$ cat config.mk
export PLATFORM = sky130hd
export DESIGN_NAME = fetch_ctrl
export DESIGN_NICKNAME = d
export VERILOG_FILES = /design/src/rtl/fetch_pkg.sv /design/src/rtl/fetch_buf.sv /design/src/rtl/fetch_ctrl.sv
export SDC_FILE = /design/constraint.sdc
export NUM_CORES = 1
export LEC_CHECK = 0
export ABC_AREA = 0
export CAP_MARGIN = 20
export CORE_UTILIZATION = 43
export DETAILED_ROUTE_END_ITERATION = 7
export GPL_TIMING_DRIVEN = 1
export PLACE_DENSITY = 0.74
export SLEW_MARGIN = 25
export SYNTH_ARGS = -nofsm -noshare
export SYNTH_HDL_FRONTEND = slang
export SYNTH_SLANG_ARGS = --single-unit
$ cat constraint.sdc
create_clock -name clk -period 5.1 [get_ports clk]
set_input_delay 1.02 -clock clk [delete_from_list [all_inputs] [get_ports clk]]
set_output_delay 1.02 -clock clk [all_outputs]
set_load 0.005 [all_outputs]
$ cat src/rtl/fetch_pkg.sv
// Shared types and constants for the instruction-fetch controller.
package fetch_pkg;
    localparam int INSTR_W = 32;
    localparam int ADDR_W  = 32;
    localparam logic [ADDR_W-1:0] PC_STEP = 32'd4;

    typedef enum logic [1:0] {F_IDLE, F_RUN, F_HALT} fetch_state_t;

    typedef struct packed {
        logic [ADDR_W-1:0]  pc;
        logic [INSTR_W-1:0] instr;
    } fetch_ent_t;
endpackage

$ cat src/rtl/fetch_buf.sv
// Two-entry prefetch FIFO of {pc, instr}; head, valid and full are registered.
module fetch_buf
    import fetch_pkg::*;
#(
    parameter int DEPTH = 2
) (
    input  logic       clk,
    input  logic       rst_n,
    input  logic       push_i,
    input  logic       pop_i,
    input  logic       flush_i,
    input  fetch_ent_t wdata_i,
    output fetch_ent_t head_o,
    output logic       valid_o,
    output logic       full_o
);
    logic [1:0] cnt_q, cnt_d;
    fetch_ent_t e0_q, e0_d, e1_q, e1_d;

    always_comb begin
        cnt_d = cnt_q;
        e0_d  = e0_q;
        e1_d  = e1_q;
        if (flush_i) begin
            cnt_d = 2'd0;
        end else begin
            unique case ({push_i, pop_i})
                2'b10: begin
                    if (cnt_q == 2'd0) begin
                        e0_d  = wdata_i;
                        cnt_d = 2'd1;
                    end else if (cnt_q == 2'd1) begin
                        e1_d  = wdata_i;
                        cnt_d = 2'd2;
                    end
                end
                2'b01: begin
                    if (cnt_q != 2'd0) begin
                        e0_d  = e1_q;
                        cnt_d = cnt_q - 2'd1;
                    end
                end
                2'b11: begin
                    // Count is unchanged; the new word lands behind whatever survives the pop.
                    if (cnt_q == 2'd1) begin
                        e0_d = wdata_i;
                    end else if (cnt_q == 2'd2) begin
                        e0_d = e1_q;
                        e1_d = wdata_i;
                    end
                end
                default: ;
            endcase
        end
    end

    always_ff @(posedge clk or negedge rst_n) begin
        if (!rst_n) begin
            cnt_q   <= 2'd0;
            e0_q    <= '0;
            e1_q    <= '0;
            valid_o <= 1'b0;
            full_o  <= 1'b0;
        end else begin
            cnt_q   <= cnt_d;
            e0_q    <= e0_d;
            e1_q    <= e1_d;
            valid_o <= (cnt_d != 2'd0);
            full_o  <= (cnt_d == 2'(DEPTH));
        end
    end

    assign head_o = e0_q;
endmodule

$ cat src/rtl/fetch_ctrl.sv
// Fetch controller: FSM, fetch PC and issue logic feeding a 2-entry prefetch buffer.
// Build option FETCH_MISALIGN_CHECK_EN: misaligned redirects halt and raise a sticky fetch_err.
module fetch_ctrl
    import fetch_pkg::*;
#(
    parameter logic [ADDR_W-1:0] RESET_PC  = 32'h0000_0000,
    parameter int                BUF_DEPTH = 2
) (
    input  logic               clk,
    input  logic               rst_n,
    input  logic               start,
    input  logic               halt_req,
    input  logic               redirect_valid,
    input  logic [ADDR_W-1:0]  redirect_pc,
    output logic               imem_en,
    output logic [ADDR_W-1:0]  imem_addr,
    input  logic [INSTR_W-1:0] imem_rdata,
    output logic               out_valid,
    input  logic               out_ready,
    output logic [INSTR_W-1:0] out_instr,
    output logic [ADDR_W-1:0]  out_pc,
    output logic               busy,
    output logic               fetch_err
);
    fetch_state_t      state_q;
    logic [ADDR_W-1:0] pc_q, tgt_pc;
    logic              err_q, busy_q, pop, issue, misalign, buf_full;
    fetch_ent_t        head;

    assign tgt_pc = redirect_pc & ~32'd3;
`ifdef FETCH_MISALIGN_CHECK_EN
    assign misalign = redirect_valid & (redirect_pc[1:0] != 2'b00);
`else
    assign misalign = 1'b0;
`endif

    assign pop   = out_valid & out_ready;
    // A full buffer can still accept a fetch when the head leaves this cycle.
    assign issue = (state_q == F_RUN) & ~redirect_valid & ~halt_req & (~buf_full | pop);

    assign imem_en   = issue;
    assign imem_addr = pc_q;

    always_ff @(posedge clk or negedge rst_n) begin
        if (!rst_n) begin
            state_q <= F_IDLE;
            pc_q    <= RESET_PC;
            err_q   <= 1'b0;
            busy_q  <= 1'b0;
        end else begin
            if (redirect_valid && !misalign) pc_q <= tgt_pc;
            else if (issue)                  pc_q <= pc_q + PC_STEP;

            unique case (state_q)
                F_IDLE, F_HALT: if (start && !err_q) begin
                    state_q <= F_RUN;
                    busy_q  <= 1'b1;
                end
                F_RUN: if (halt_req) begin
                    state_q <= F_HALT;
                    busy_q  <= 1'b0;
                end
                default: begin
                    state_q <= F_IDLE;
                    busy_q  <= 1'b0;
                end
            endcase

            if (misalign) begin
                state_q <= F_HALT;
                busy_q  <= 1'b0;
                err_q   <= 1'b1;
            end
        end
    end

    fetch_buf #(.DEPTH(BUF_DEPTH)) u_buf (
        .clk     (clk),
        .rst_n   (rst_n),
        .push_i  (issue),
        .pop_i   (pop),
        .flush_i (redirect_valid),
        .wdata_i ('{pc: pc_q, instr: imem_rdata}),
        .head_o  (head),
        .valid_o (out_valid),
        .full_o  (buf_full)
    );

    assign out_instr = head.instr;
    assign out_pc    = head.pc;
    assign busy      = busy_q;
    assign fetch_err = err_q;
endmodule
After elaboration in Yosys (flattened, before gate mapping) --
Cells that the tools add are included.
Operators by class: $add $sub $neg 2, multiply operators 0, divide/modulo/power cells 0, order comparisons 0, eq/ne operators 17, shifts and indexed selects 0, multiplexer cells 23, bitwise gates (word level) 8, reductions and logical operators 11
Operators by type and width (number):
- 64-bit two-way mux | 8
- 64-bit one-hot mux with 3 select lines | 1
- 64-bit one-hot mux with 2 select lines | 1
- 32-bit two-way mux | 2
- 32-bit by 3-bit adder with 32-bit output (second input constant) | 1
- 2-bit two-way mux | 6
- 2-bit equality test (second input constant) | 5
- 2-bit by 1-bit inequality test with 1-bit output (second input constant) | 4
- 2-bit inequality test (second input constant) | 4
- 2-bit one-hot mux with 2 select lines | 2
- 2-bit nonzero test | 4
- 2-bit by 1-bit equality test with 1-bit output (second input constant) | 3
- 6-bit AND reduction | 1
- 5-bit AND reduction | 1
- 1-bit AND | 4
- 2-bit zero test | 2
- 3-bit by 1-bit inequality test with 1-bit output (second input constant) | 1
- 1-bit inverter | 3
- 3-bit nonzero test | 1
- 1-bit two-way mux | 2
- 1-bit one-hot mux with 2 select lines | 1
- 2-bit AND reduction | 1
- 2-bit OR reduction | 1
- 2-bit by 1-bit subtractor with 2-bit output (second input constant) | 1
- 1-bit OR | 1
Word-level totals: flip-flop bits (word level) 167, bits in latches 0, RAM bits 0, ROM bits 0, input port bits 70, output and inout port bits 100, logic and storage cells 71, memories kept 0

Depth between registers and ports, before layout --
depth after elaboration 8, gate-level depth with buffers 12, gate-level depth less buffers 9

Modules after synthesis --
A second synthesis with hierarchy kept.
Unflattened totals: cell total of the unflattened synthesis 771, area total of the unflattened synthesis 9054.9 um^2
By module, submodules not included:
- fetch_buf | times used 1, cells each 528, area each 7014.2 um^2
- fetch_ctrl | times used 1, cells each 243, area each 2040.7 um^2

Worst setup path before layout --
Ideal clock, no wire load.
kind input to register, start point in out_ready, end point reg u_buf.e1_q[0] (netlist bit), arrival time 3498 ps, setup slack 1477 ps, stages 10, cell sequence a21boi_0 > nor2_1 > nand2_1 > inv_1 > ha_1 > nor4bb_1 > a31oi_1 > nor2_1 > clkbuf_1 > mux2_2
Between the ends: cells in the longest elaborated chain, start to end 6
RTL lines:
- from (decl) | line fetch_ctrl.sv:19 | input logic out_ready,
- 1-bit AND (*) | line fetch_ctrl.sv:37 | assign pop = out_valid & out_ready;
- 1-bit OR (*) | line fetch_ctrl.sv:39 | assign issue = (state_q == F_RUN) & ~redirect_valid & ~halt_req & (~buf_full | pop);
- 1-bit AND (*) | line fetch_ctrl.sv:39
- via imem_en | line fetch_ctrl.sv:15 | output logic imem_en,
- 2-bit equality test | line fetch_buf.sv:27 | unique case ({push_i, pop_i})
- 2-bit inequality test (no source line) (tied with other cells)
- 6-bit AND reduction (no source line)
- to (signal assigned) | line fetch_buf.sv:61 | e1_q <= '0;
- to (signal assigned) | line fetch_buf.sv:67 | e1_q <= e1_d;
- to (decl) | line fetch_buf.sv:18 | fetch_ent_t e0_q, e0_d, e1_q, e1_d;
The timed path passes the listed nets; every way through them passes the cells marked *. A chain may end at the register's enable or synchronous reset.

Final worst setup path --
start point in out_ready, end point out imem_en
Between the ends: cells in the longest elaborated chain, start to end 3
RTL lines (line):
- 1-bit AND | fetch_ctrl.sv:37
- 1-bit OR | fetch_ctrl.sv:39
- 1-bit AND | fetch_ctrl.sv:39
- to (decl) | fetch_ctrl.sv:15
Every way passes these cells.

==> flow_summary.ini <==
[outcome]
outcome = finished clean

[logic_synthesis]
synth_edf_count = 0
synth_cells = 691
avgSynthCellArea_um2 = 10.7
yosys_warnings = 0
ys_seq_area_share_pct = 54.9
async_reset_ff_share_pct = 100
ys_ff_latch = 162
ys.flop_type = dfrtp_1
synth_area_um2 = 7380
synth_cell_types = 45

[cells_and_area]
fill_cells = 1432
seqCellArea_um2 = 4050
syn_to_final_growth_pct = 32.5
final_area_um2 = 9780
utilization_pct = 58.7
nets = 911
multi_input_area_um2 = 3060
n_antenna_cell = 0
drive_gt1_share_pct = 13.4

[route]
ant_nets = 0
drt-pass1-iter-count = 4
drc = 0
route.detailed.wl_per_inst_um = 17.1
drt_iter0_markers = 477
num_vias = 5845
drt_wl_total_um = 18200
vias_per_cell = 5.49

[power]
p_sw_mw = 1.25
peakVddDrop_v = 0.000224
swShare_pct = 28.9
powerDensity_nw_per_um2 = 440
p_leak_nw = 4.22
combPwrFrac_pct = 28.3
p_int_mw = 3.06
p_clk_share_pct = 28.9
pwr-share-seq_pct = 42.7

[global_routing]
antenna_found_initial = 0
first_global_vias = 5607
grt-ovfl-total = 0
grt_max_degree = 102
grt_usage_pct = 21.9
grt_pass1_wl_um = 30100

[placement]
gp_congestion = 0.747
place_ws_ns = 0.635
io_buffers = 164
placed_area_um2 = 9210
place_hpwl_um = 11900

[job]
drv_cap = 0

[sta]
fmax_ghz = 0.240
finalSetupViolCount = 0
setup_ws_ns = 0.930
slew_violations = 0
tightest_slew_ns = 0.898
min_period_ns = 4.17
hold_viol_final = 0
finalSetupTns_ns = 0
rsz0062_at_grt = false
fin_worst_skew_ns = 0.00794
fin_crit_sh_pct = 81.8
maxSlewHeadroom_pct = 39.6
hold-worst-slack_ns = 0.474

[clock_tree]
cts_tree = built
numCtsBuffers = 17
cts_resized = 0
clk_latency_ns = 0.43
cts-root-buf = clkbuf_16
ctsHoldBuffers = 0
clkTransAtPathRegs_ns = 0.06
postCtsSetupRepairBufs = 0
cts.path.max_buffers = 2
htree_levels = 4
clock_sinks = 162

[setup_path]
crit_buf_inv = 3
crit_top_cell = clkdlybuf4s50_1
crit_required_ns = 4.08
worstPathCellList = clkdlybuf4s50_1 -> a21boi_0 -> nor2_1 -> nand2_1 -> inv_1 -> clkdlybuf4s50_1
start_kind = primary input
worstPathArrival_ns = 3.15
crit_family = buffers and inverters
cpPeakStageDelay_ns = 0.71
path_class = in2out
endpoint_kind = primary output
cp_slowest_cell = a21boi_0
critPathMaxFanout = 9

[floorplan]
ioPinCount = 170
die_area_um2 = 17700
rows = 47
core_um2 = 16600
die_h_um = 133
die-width_um = 133
initial_core_util_pct = 44.3

[worst_hold_path]
min_path_type = reg2reg
==> cells in the final DEF (no fill, tap or decap), types with 9 or more instances in the layout <==
master and instances:
clkbuf_16 17, nand2_1 89, or4_1 23, o31ai_1 14
a31oi_1 18, inv_1 13, buf_4 9, o21ai_0 73
dfrtp_1 162, nor2_1 21, ha_1 10, mux2_2 63
a22oi_1 63, nand3_1 17, clkdlybuf4s50_1 163, nand4_1 9
==> final timing paths <==
check | startpoint | end | slack, ns | depth (start not counted)
min | u_buf.head_o[16]$_DFFE_PN0P_ | u_buf.head_o[16]$_DFFE_PN0P_ | 0.47 | 2
min reg2reg | u_buf.head_o[16]$_DFFE_PN0P_ | u_buf.head_o[16]$_DFFE_PN0P_ | 0.47 | 2
max in group asynchronous | rst_n | u_buf.head_o[30]$_DFFE_PN0P_ | 3.39 | 2
max | out_ready | imem_en | 0.93 | 6
min in group asynchronous | rst_n | u_buf.head_o[16]$_DFFE_PN0P_ | 0.68 | 1
max reg2reg | u_buf.valid_o$_DFF_PN0_ | u_buf.e1_q[52]$_DFFE_PN0P_ | 1.66 | 10
==> per-layer routing <==
metal / wire length, um / part of all wire (%) / global-route usage, %
met1: 8310 / 46 / 30.0
met2: 8620 / 47 / 34.0
met3: 943 / 5.2 / 4.83
met4: 292 / 1.6 / 7.98
met5: 0 / 0 / 0
==> flip-flops by register name (all words and copies together) (netlist names) <==
signal         cells
u_buf.full_o       1
state_q            2
u_buf.cnt_q        2
u_buf.head_o      63
imem_addr         30
busy               1
u_buf.valid_o      1
u_buf.e1_q        62
==> power by group through the flow <==
stage	clock network [mW]	registers [mW]	logic, mW
4_1_cts	1.27	1.84	1.24
3_3_place_gp	0	1.85	1.21
5_1_grt	1.32	1.89	1.35
3_5_place_dp	0	1.86	1.23
2_1_floorplan	0	1.84	0.498
6_report	1.25	1.84	1.22
==> cells by family (layout without fill, tap and decap cells) <==
kind of cell	Yosys count	after routing	share of synthesized area (%)
adders and majority gates	10	10	1.70
buffers and inverters	70	221	3.98
xor gates and xnor gates	6	6	0.712
and+or+nand+nor	194	194	12.9
other	1	3	0.0508
DFF	162	162	54.9
AOI/OAI and AO/OA	184	184	16.0
muxes	64	64	9.75
==> tightest hold or removal path: cells and delay by family, from the launching register on <==
family,cells,cell delay [ns]
AOI/OAI and AO/OA,1,0.05
DFF,1,0.34
and+or+nand+nor,1,0.04
==> synth_stat cells, types with 7 or more instances <==
cell type	count	share of area (%)
a22oi_1	63	6.4
a31oi_1	18	1.5
clkbuf_1	49	2.5
dfrtp_1	162	55
ha_1	10	1.7
inv_1	13	0.66
mux2_2	63	9.6
nand2_1	89	4.5
nand3_1	17	1.2
nand4_1	9	0.76
nor2_1	22	1.1
o211ai_1	7	0.71
o21ai_0	73	5.0
o31ai_1	14	1.4
or4_1	23	2.3
==> layout make-up <==
| cell class | instances | area share, % |
|---|---|---|
| clock inverters | 14 | 1.43 |
| multi-input cells | 461 | 31.3 |
| repair buffers | 176 | 18.1 |
| clock buffers | 18 | 4.39 |
| inverters | 13 | 0.499 |
| flip-flops and latches | 162 | 41.5 |
| well taps | 220 | 2.82 |
==> through the flow <==
stage / instances / total power, mW
2_1_floorplan: 693 / 2.34
3_3_place_gp: 1032 / 3.06
3_5_place_dp: 1032 / 3.10
4_1_cts: 1064 / 4.35
5_1_grt: 1064 / 4.57
6_report: 1064 / 4.31
(Power assumes the default switching activity.)
